==> src/rtl/unicorn_pkg.sv <==
// Shared definitions for the Unicorn Explosion map pipeline: tile codes,
// map geometry, scroller state encoding and the fixed demo pattern.
package unicorn_pkg;

    localparam int MAP_TILES = 8;
    localparam int TILE_W    = 2;

    localparam logic [TILE_W-1:0] TILE_EMPTY = 2'd0;
    localparam logic [TILE_W-1:0] TILE_LOW   = 2'd1;
    localparam logic [TILE_W-1:0] TILE_HIGH  = 2'd2;
    localparam logic [TILE_W-1:0] TILE_RSVD  = 2'd3;

    typedef enum logic [1:0] {
        ST_IDLE   = 2'd0,
        ST_RUN    = 2'd1,
        ST_FROZEN = 2'd2
    } state_e;

    // Demo sequence 0,0,1,0,0,2,0,0 indexed by step number modulo 8.
    function automatic logic [TILE_W-1:0] fixed_tile(input logic [2:0] idx);
        case (idx)
            3'd2:    fixed_tile = TILE_LOW;
            3'd5:    fixed_tile = TILE_HIGH;
            default: fixed_tile = TILE_EMPTY;
        endcase
    endfunction

endpackage

==> src/rtl/lfsr16.sv <==
// 16-bit Fibonacci LFSR (taps 16,14,13,11); advances only when en is high.
module lfsr16 #(
    parameter logic [15:0] SEED = 16'hACE1
) (
    input  logic        clk,
    input  logic        rst,
    input  logic        en,
    output logic [15:0] q
);

    logic [15:0] q_q;
    logic [15:0] q_d;

    always_comb begin
        q_d = q_q;
        if (en) begin
            q_d = {q_q[14:0], q_q[15] ^ q_q[13] ^ q_q[12] ^ q_q[10]};
        end
    end

    always_ff @(posedge clk or posedge rst) begin
        if (rst) begin
            q_q <= SEED;
        end else begin
            q_q <= q_d;
        end
    end

    assign q = q_q;

endmodule

==> src/rtl/map_scroller.sv <==
// Scrolling obstacle map and game-step strobe for Unicorn Explosion.
// Build option MAP_FIXED_PATTERN_EN replaces random tiles with a fixed demo cycle.
module map_scroller
    import unicorn_pkg::*;
#(
    parameter int unsigned BASE_PERIOD     = 25000000,
    parameter int unsigned PERIOD_STEP     = 1000000,
    parameter int unsigned MIN_PERIOD      = 5000000,
    parameter int unsigned TILES_PER_LEVEL = 32,
    parameter int unsigned GAP_MIN         = 2,
    parameter logic [15:0] SEED            = 16'hACE1
) (
    input  logic        clk,
    input  logic        rst,
    input  logic        run,
    input  logic        is_dead,
    output logic [15:0] map_tiles,
    output logic        step,
    output logic [3:0]  level,
    output logic [1:0]  state
);

    localparam int          MAP_W  = MAP_TILES * TILE_W;
    localparam logic [31:0] BASE_P = 32'(BASE_PERIOD);
    localparam logic [31:0] STEP_P = 32'(PERIOD_STEP);
    localparam logic [31:0] MIN_P  = 32'(MIN_PERIOD);
    localparam logic [15:0] TPL    = 16'(TILES_PER_LEVEL);

    state_e             state_q, state_d;
    logic [MAP_W-1:0]   map_q, map_d;
    logic [31:0]        cnt_q, cnt_d;
    logic [15:0]        scnt_q, scnt_d;
    logic [3:0]         level_q, level_d;
    logic               step_q, step_d;

    logic [31:0]        reduction;
    logic [31:0]        period;
    logic [TILE_W-1:0]  new_tile;
    logic               do_step;
    logic               clear;

    // Reduction is computed in 32 bits so a large level never wraps the period.
    always_comb begin
        reduction = 32'(level_q) * STEP_P;
        period    = MIN_P;
        if (reduction < BASE_P && (BASE_P - reduction) >= MIN_P) begin
            period = BASE_P - reduction;
        end
    end

`ifdef MAP_FIXED_PATTERN_EN
    logic [2:0] idx_q, idx_d;

    always_comb begin
        new_tile = fixed_tile(idx_q);
        idx_d    = idx_q;
        if (clear) begin
            idx_d = 3'd0;
        end else if (do_step) begin
            idx_d = idx_q + 3'd1;
        end
    end

    always_ff @(posedge clk or posedge rst) begin
        if (rst) begin
            idx_q <= 3'd0;
        end else begin
            idx_q <= idx_d;
        end
    end
`else
    logic [15:0] lfsr_q;
    logic [7:0]  gap_q, gap_d;

    lfsr16 #(.SEED(SEED)) u_lfsr (
        .clk (clk),
        .rst (rst),
        .en  (do_step),
        .q   (lfsr_q)
    );

    // After any obstacle, force at least GAP_MIN empty tiles.
    always_comb begin
        new_tile = TILE_EMPTY;
        gap_d    = gap_q;
        if (gap_q != 8'd0) begin
            new_tile = TILE_EMPTY;
        end else begin
            case (lfsr_q[2:0])
                3'd5, 3'd6: new_tile = TILE_LOW;
                3'd7:       new_tile = TILE_HIGH;
                default:    new_tile = TILE_EMPTY;
            endcase
        end
        if (clear) begin
            gap_d = 8'd0;
        end else if (do_step) begin
            if (gap_q != 8'd0) begin
                gap_d = gap_q - 8'd1;
            end else if (new_tile != TILE_EMPTY) begin
                gap_d = 8'(GAP_MIN);
            end
        end
    end

    always_ff @(posedge clk or posedge rst) begin
        if (rst) begin
            gap_q <= 8'd0;
        end else begin
            gap_q <= gap_d;
        end
    end
`endif

    always_comb begin
        state_d = state_q;
        map_d   = map_q;
        cnt_d   = cnt_q;
        scnt_d  = scnt_q;
        level_d = level_q;
        step_d  = 1'b0;
        do_step = 1'b0;
        clear   = 1'b0;

        case (state_q)
            ST_IDLE: begin
                clear = 1'b1;
                if (run) begin
                    state_d = ST_RUN;
                end
            end
            ST_RUN: begin
                if (!run) begin
                    state_d = ST_IDLE;
                    clear   = 1'b1;
                end else if (is_dead) begin
                    // Death wins over a coinciding step: no shift this cycle.
                    state_d = ST_FROZEN;
                end else if (cnt_q == period - 32'd1) begin
                    do_step = 1'b1;
                    step_d  = 1'b1;
                    cnt_d   = 32'd0;
                    map_d   = {map_q[MAP_W-TILE_W-1:0], new_tile};
                    if (scnt_q + 16'd1 >= TPL) begin
                        scnt_d = 16'd0;
                        if (level_q != 4'd15) begin
                            level_d = level_q + 4'd1;
                        end
                    end else begin
                        scnt_d = scnt_q + 16'd1;
                    end
                end else begin
                    cnt_d = cnt_q + 32'd1;
                end
            end
            ST_FROZEN: begin
                if (!run) begin
                    state_d = ST_IDLE;
                    clear   = 1'b1;
                end
            end
            default: begin
                state_d = ST_IDLE;
                clear   = 1'b1;
            end
        endcase

        if (clear) begin
            map_d   = '0;
            cnt_d   = 32'd0;
            scnt_d  = 16'd0;
            level_d = 4'd0;
        end
    end

    always_ff @(posedge clk or posedge rst) begin
        if (rst) begin
            state_q <= ST_IDLE;
            map_q   <= '0;
            cnt_q   <= 32'd0;
            scnt_q  <= 16'd0;
            level_q <= 4'd0;
            step_q  <= 1'b0;
        end else begin
            state_q <= state_d;
            map_q   <= map_d;
            cnt_q   <= cnt_d;
            scnt_q  <= scnt_d;
            level_q <= level_d;
            step_q  <= step_d;
        end
    end

    assign map_tiles = map_q;
    assign step      = step_q;
    assign level     = level_q;
    assign state     = state_q;

endmodule

==> config.mk <==
export PLATFORM = sky130hd
export DESIGN_NAME = map_scroller
export DESIGN_NICKNAME = d
export VERILOG_FILES = /design/src/rtl/unicorn_pkg.sv /design/src/rtl/lfsr16.sv /design/src/rtl/map_scroller.sv
export SDC_FILE = /design/constraint.sdc
export NUM_CORES = 1
export LEC_CHECK = 0
export ABC_CLOCK_PERIOD_IN_PS = 16500
export BUFFER_PORTS_ARGS = -buffer_cell sky130_fd_sc_hd__buf_2
export CAP_MARGIN = 10
export CELL_PAD_IN_SITES_DETAIL_PLACEMENT = 0
export CELL_PAD_IN_SITES_GLOBAL_PLACEMENT = 1
export CORE_MARGIN = 2
export CORE_UTILIZATION = 40
export CTS_CLUSTER_DIAMETER = 100
export DETAILED_ROUTE_END_ITERATION = 8
export PLACE_DENSITY_LB_ADDON = 0.25
export SLEW_MARGIN = 25
export SYNTH_ARGS = -nofsm -noshare
export SYNTH_HDL_FRONTEND = slang
export SYNTH_SLANG_ARGS = --single-unit
==> constraint.sdc <==
create_clock -name clk -period 16.5 [get_ports clk]
set_clock_uncertainty 0.15 [all_clocks]
set_input_delay 2.475 -clock clk [delete_from_list [all_inputs] [get_ports clk]]
set_output_delay 2.475 -clock clk [all_outputs]
set_load 0.01 [all_outputs]
==> run summary, run 1 <==
The run finished with clean final reports. The global-route usage over all layers is 0.205. The H-tree was split into 3 levels. The post-synthesis cell area came out at between 6000 and 7000 sq um. A synthesized cell averages a little under 9 sq um.

Dividing the detail-routed via count by the number of cells gives between 5 and 6. In this run the worst hold path is classified as flop to flop. Sorting the synthesized cells by area gives the leading types as dfrtp_1, ha_1, xnor2_1. The initial standard-cell utilization of the core is 0.406.

The clock slew at the register clock pins of the worst setup and hold paths came out at 0.07 ns. Along the worst path, the maximum fanout reaches 22. The wire length of the first global-routing pass is 30.1 mm. The number of optimization iterations in the first detailed-route pass is 4. The remaining number of nets flagged by the antenna check after routing came out at 0. The count of flip-flops with a built-in enable after synthesis came out at 0. TritonCTS built the clock tree. The number of buffers created by CTS came out at 9. At the end of routability-driven placement, the weighted congestion stood at between 0.8 and 0.9. The count of pins over their slew limit came out at 0. In this run the vertical extent of the chip is roughly 140 um. The worst setup path is of the flop to flop kind. The critical path endpoint is u_lfsr.q[8]. The power density of the placed cells came out at 69.4 nW/um^2. The global-route congestion overflow total came out at 0. The worst vdd rail ir drop came out at approximately 0.08 mV. The residual DRC count is 0. The critical path starts at level[1]. The number of buffers inserted to repair setup after CTS came out at 0. When the netlist entered floorplanning its net count stood at ~830. The final antenna diode count came out at 0. The final HPWL from detailed placement came out at between 10 and 15 mm.

The post-detailed-route wirelength per cell is 17.6 um. The floorplan step defined a die boundary enclosing roughly 18,000 sq um. After the flow finishes, the layout carries non-filler instances totaling a little over 1,000.

The area share of the largest cell type after synthesis is 0.313. The initial antenna violation count came out at 0. The endpoint type of the worst setup path is a flop. The later pin in the worst-skew pair is clocked with a latency of approximately 0.35 ns.

The element type at the critical path start is a flop. The startpoint of the worst register-to-register path is level[1]. The fraction of final layout cells with drive strength greater than 1 is 0.125. The depth of the worst register-to-register path came out at 16. The worst endpoint required time came out at roughly 17 ns.

In this run, distinct cell masters in the synthesized netlist total 86. The tree is rooted in a clkbuf_16. The data arrival at the endpoint of the critical path came out at between 7 and 8 ns. Of the available clock period, the critical path in the final layout requires 0.449. In this run, the number of DRC markers left after iteration 0 of detailed routing was ~350. The Yosys step of the flow raised 0 warnings. In the post-synthesis netlist, the cell with the most instances is dfrtp_1. The static leakage power is 3.12 nW. The register-to-register path setup slack is slightly above 9 ns.

In this run the critical register-to-register path is captured at u_lfsr.q[8]. The worst-margin pin slew came out at 0.921 ns. The post-cts gate resize count came out at 0. The synthesis-to-finish area growth came out at 8.93%. Entering global routing, the biggest net connects 64 pins.

The synthesis-stage register bit count is between 90 and 100. Of the synthesized area, sequential elements account for 0.343. The via count of the routed design came out at between 5,000 and 6,000. The post-synthesis instance total came out at 785. Setup repair after global routing left no endpoint under its margin. The maximum number of buffers from clock root to sink came out at 2. Derived from the worst setup path, the maximum achievable clock frequency is ~0.14 GHz. The minimum clock period is between 7 and 8 ns. The count of nets after finishing came out at roughly 830.

Setup violations remaining at the end of the flow were counted as 0. The width of the chip came out at approximately 140 um. In this run, placement finished with an instance count of roughly 1,000. For this block, the routed nets add up to approximately 18 mm of wire. The proportion of register bits with asynchronous set or reset after synthesis is 1.00. The total I/O pin count is 27.

The number of buffer cells added on primary ports is 26. Buffers inserted to repair hold after CTS numbered 0. The clock net in this run drives a total of 95 sinks. The number of placement rows is 48. The hold violation count in the final report is 0.

The placeable core region came out at between 15,000 and 20,000 sq um. The synthesized design spends more area on one cell type than any other, namely dfrtp_1. The total negative slack came out at 0 ns. For this run, the leading register cell type out of synthesis is dfrtp_1.

The tool flagged a number of max-cap violations equal to 0. The commonest cells after synthesis are dfrtp_1, nor2_1, a21oi_1, nand3_1, nand2_1. The remaining max-slew budget at the tightest pin is 0.370. The via count of the first global-routing pass came out at between 5,000 and 6,000.
## worst max-delay path, stage by stage, from the launching register on
cell and delay (ns):
dfrtp_1 0.81, inv_1 0.33, ha_1 0.50, fa_1 0.59, inv_1 0.07, fa_1 0.45, nand2b_1 0.18, a211o_1 0.29
a221oi_4 0.39, mux2i_1 0.54, nand2_1 0.49, nor2_1 0.20, a21oi_1 0.05, a2111oi_0 0.40, o2111a_1 0.83, nand3_2 0.54
mux2_1 0.45
## per-stage QoR
stage	util	power, W	cell area [sq um]	hold slack, ns	setup slack (ns)
2_1_floorplan	-	0.000294	6950	0.304	10.92
3_3_place_gp	0.424	0.000313	7270	0.313	9.41
3_5_place_dp	0.424	0.000316	7270	0.337	9.12
4_1_cts	0.442	0.000533	7570	0.353	9.15
5_1_grt	0.442	0.000553	7570	0.379	8.45
6_report	0.442	0.000526	7570	0.349	9.10
## cells by family (layout without fill, tap and decap cells)
kind of cell	Yosys count	after routing	share of synthesized area
buffers and inverters	73	86	0.0419
AO/OA/AOI/OAI	177	177	0.179
flip-flops	95	95	0.343
XOR/XNOR	69	69	0.0880
multiplexers	28	28	0.0439
AND/OR/NAND/NOR	307	307	0.234
adder cells (fa/ha/maj)	36	36	0.0702
## metal layers
| metal | part of all wire | wire length (um) | global-route usage |
|---|---|---|---|
| met1 | 0.46 | 8310 | 0.269 |
| met2 | 0.49 | 8890 | 0.352 |
| met3 | 0.029 | 529 | 0.0298 |
| met4 | 0.014 | 248 | 0.0579 |
| met5 | 0 | 0 | 0 |
## power breakdown
part           switching [W]  internal (W)
clock              0.0000924      0.000123
sequential        0.00000301      0.000236
combinational      0.0000557     0.0000161
total               0.000151      0.000375
## state kept, by name (all words and copies together), names as in the netlist
name       flops
step           1
gap_q          8
cnt_q         32
u_lfsr.q      16
map_tiles     16
level          4
state          2
scnt_q        16
## layout by cell type (no fill, tap or decap), drive strengths merged, types with 7 or more instances in the layout
cell type and instances:
dfrtp 87, nor2 84, nand3 46, a21oi 45, nand2 43, xnor2 43
o21ai 41, inv 40, buf 32, ha 31, xor2 26, nor3 20
mux2 20, nor4 19, and3 16, nand2b 13, clkbuf 11, or3 10
nand4 10, mux2i 8, a31oi 8, dfstp 8, o22ai 7, and2 7
and4 7, a211oi 7
## layout make-up
cell class / instances / area, sq um
fillers: 1714 / 9540
multi-input cells: 617 / 4280
flip-flops and latches: 95 / 2390
well taps: 225 / 282
clock buffers: 11 / 243
repair buffers: 32 / 175
inverters: 38 / 145
clock inverters: 5 / 63.8
## how the worst min path moves through the flow
stage	cells past startpoint	end	start	slack, ns
6_report	1	u_lfsr.q[8]	u_lfsr.q[8]	0.35
5_1_grt	1	u_lfsr.q[10]	u_lfsr.q[9]	0.38
4_1_cts	1	u_lfsr.q[8]	u_lfsr.q[8]	0.35
3_5_place_dp	1	u_lfsr.q[8]	u_lfsr.q[8]	0.34
3_3_place_gp	1	u_lfsr.q[15]	u_lfsr.q[14]	0.31
2_1_floorplan	1	u_lfsr.q[15]	u_lfsr.q[14]	0.30
No activity file was read; power rests on OpenSTA's default activity.
==> inputs of run 2 (changes only) <==
- ABC_AREA: default -> 1
- ABC_CLOCK_PERIOD_IN_PS: 16500 -> 7300
- clock period: 16.5 -> 7.3 ns (I/O delays scaled with it)
==> run summary, run 2 <==
The number of flip-flops under the largest register name came out at 32. The number of buffers created by CTS came out at 9. The analysis attributes to net switching a power of 0.000841 W. The area share of the largest cell type after synthesis is 0.314. Along the worst path, the maximum fanout reaches 42. The cell count after synthesis came out at 985. The sum of routed wire length over all layers came out at ~16 mm. The portion of total power attributed to combinational logic came out at 0.436. The synthesis-to-finish area growth came out at 9.18%. The element type at the critical path start is a flop. The power density of the placed cells is roughly 250 nW/um^2. After synthesis the netlist holds a flip-flop and latch count of 95.

The largest total area in the synthesized netlist belongs to dfrtp_1. The ratio of final minimum period to clock period is 0.919. The wire length of the first global-routing pass is approximately 28 mm. The area of the die is 18,400 sq um. In the global route stage, overall resource usage came out at 0.188. Among all cell types in the netlist, the one instantiated most often is nand2_1. The vertical die dimension is approximately 140 um. The clock slew at the register clock pins of the worst setup and hold paths is ~0.07 ns. The violation count after the first detailed-route iteration is a little under 300. Counting stages on the worst path, the most repeated cell is nand2_1. The kind of cell with the highest combined delay along the critical path is simple AND/OR/NAND/NOR gates. Leaving out fill and tap cells, the most frequent cells in the layout are nand2_1, inv_1, dfrtp_1. The area after detailed placement came out at ~7300 sq um. The depth of the CTS H-tree came out at 3. The final weighted congestion of routability-driven global placement is around 0.84. The via count of the routed design came out at about 6,000.

On the critical path, the stage with the largest delay is an instance of dfrtp_1. The number of nets in the synthesized netlist is slightly above 1,000. Setup total negative slack on the finished layout was measured at 0 ns. The share of total power dissipated in the clock network is 0.264. Summing every instance area after synthesis gives slightly below 7000 sq um. A synthesized cell averages 7.04 sq um.

Measured along the x axis, the die boundary spans between 100 and 150 um. The final setup violation count came out at 0. For the worst setup path, the data arrival time is about 6.8 ns.

Across the VDD grid, the largest voltage drop is 0.185 mV. The worst endpoint required time came out at roughly 7.4 ns. The longest individual stage delay on the worst path is 0.60 ns. The post-detailed-route wirelength per cell came out at approximately 13 um. The minimum clock period came out at around 6.7 ns. The most common library cell in the layout ignoring fill and taps is nand2_1. The static leakage power is around 3.8 nW.

The sequential element share of the synthesized area is 0.344. The initial antenna violation count came out at 0. The internal portion of the total power is around 0.0011 W. The worst setup path is of the flop to flop kind. The number of optimization iterations in the first detailed-route pass came out at 6.

In this run the tightest slew margin relative to its limit is 0.397. The switching portion of total power is 0.443. The core utilization of the finished layout came out at 0.442. The count of flip-flops with a built-in enable after synthesis came out at 0.

Once the clock tree was built, the resizer swapped 0 gates to a different size. The placeable core region is 17,100 sq um. The TritonCTS sink count came out at 95. The hold violation count in the final report came out at 0. The worst-margin pin slew came out at 0.905 ns. The commonest cells after synthesis are nand2_1, inv_1, dfrtp_1, nor2_1, nand3_1. The number of warnings printed during yosys synthesis is 0. Buffers placed on the I/O ports in this run total 26. Based on the critical path, the design can be clocked at up to roughly 0.15 GHz.

The run finished with clean final reports. The total I/O pin count came out at 27. The insertion delay of the later-clocked pin in the worst-skew pair came out at 0.36 ns.

The count of nets after finishing came out at between 1,000 and 1,500. The via count of the first global-routing pass is slightly below 6,000. The final design instance area without fill came out at roughly 7600 sq um. The fraction of final layout cells with drive strength greater than 1 came out at 0.0924. Among all flip-flop cells after synthesis, the most frequent one is dfrtp_1. Across the run, the number of max-cap violations was 0. The final antenna diode count is 0. Counting both buffers and inverters, the worst setup path holds a total of 3. The remaining number of nets flagged by the antenna check after routing came out at 0. The endpoint type of the worst setup path is a flop. In the synthesized netlist the async set-or-reset flop fraction comes to 1.00. The detailed-route vias per instance is between 4 and 5.

The number of buffers inserted to repair setup after CTS came out at 0. The residual DRC count is 0. More flip-flops sit in one register than any other, and that register is cnt_q.

The number of placement rows is between 40 and 50. The global-route congestion overflow total came out at 0. TritonCTS built the clock tree.

The register-to-register path setup slack came out at 0.59 ns. The path class of the tightest hold or removal check is flop to flop. By area the synthesized netlist is led by dfrtp_1, nand2_1, inv_1.

The count of pins over their slew limit came out at 0. Hold repair after CTS inserted 0 buffers. The maximum number of pins on one net before global-route repair came out at 71. The count of unique library cells instantiated by Yosys came out at 41. The buffer type at the clock tree root is clkbuf_16. The maximum number of buffers from clock root to sink came out at 2. The initial standard-cell utilization of the core is 0.405. Setup repair after global routing left no endpoint under its margin. The final HPWL from detailed placement is roughly 12 mm.

The part of the total power dissipated in sequential elements came out at 0.300.
[run 2: cell families (layout without fill, tap and decap cells)]
kind of cell,count (synthesis),after routing,share of synthesized area
AND/OR/NAND/NOR,522,522,0.330
buffers and inverters,166,188,0.0963
AO/OA/AOI/OAI,108,108,0.0841
flip-flops,95,95,0.344
XOR/XNOR,58,58,0.0754
adder cells (fa/ha/maj),36,36,0.0704
[run 2: path summary, 6_finish.rpt]
path / startpoint / to / cells after the start
max: level[1] / map_tiles[0] / 27
min: u_lfsr.q[15] / u_lfsr.q[15] / 2
max reg2reg: level[1] / map_tiles[0] / 27
max in group asynchronous: rst / cnt_q[18] / 3
min in group asynchronous: rst / u_lfsr.q[1] / 2
min reg2reg: u_lfsr.q[15] / u_lfsr.q[15] / 2
[run 2: final cells by class]
type | instances | area [sq um]
clock buffer | 11 | 253
clock inverter | 5 | 63.8
fill | 1774 | 9540
inverter | 139 | 524
multi-input combinational | 724 | 3880
sequential | 95 | 2390
tap | 225 | 282
timing repair buffer | 33 | 183
[run 2: through the flow]
stage,hold slack (ns),setup WS [ns],instances,power (W)
3_3_place_gp,0.314,0.632,1216,0.00142
4_1_cts,0.329,0.562,1232,0.00192
5_1_grt,0.344,0.0331,1232,0.00206
2_1_floorplan,0.293,2.39,985,0.00123
3_5_place_dp,0.315,0.590,1216,0.00141
6_report,0.328,0.591,1232,0.00190
[run 2: power by group through the flow]
stage / Combinational (W) / Clock, W / Sequential [W]
final: 0.000827 / 0.000502 / 0.000570
after global routing: 0.000940 / 0.000543 / 0.000574
after CTS: 0.000834 / 0.000514 / 0.000570
after detailed placement: 0.000830 / 0 / 0.000580
after global placement: 0.000835 / 0 / 0.000580
after floorplan: 0.000654 / 0 / 0.000575
[run 2: layer usage]
layer	part of all wire	global-route usage
met5	0	0
met4	0.016	0.0596
met3	0.027	0.0281
met2	0.46	0.304
met1	0.50	0.260
[run 2: tightest hold or removal path: stages (launching register included)]
cell and delay (ns):
dfstp_2 0.38, nand2_1 0.06, nand2_1 0.05
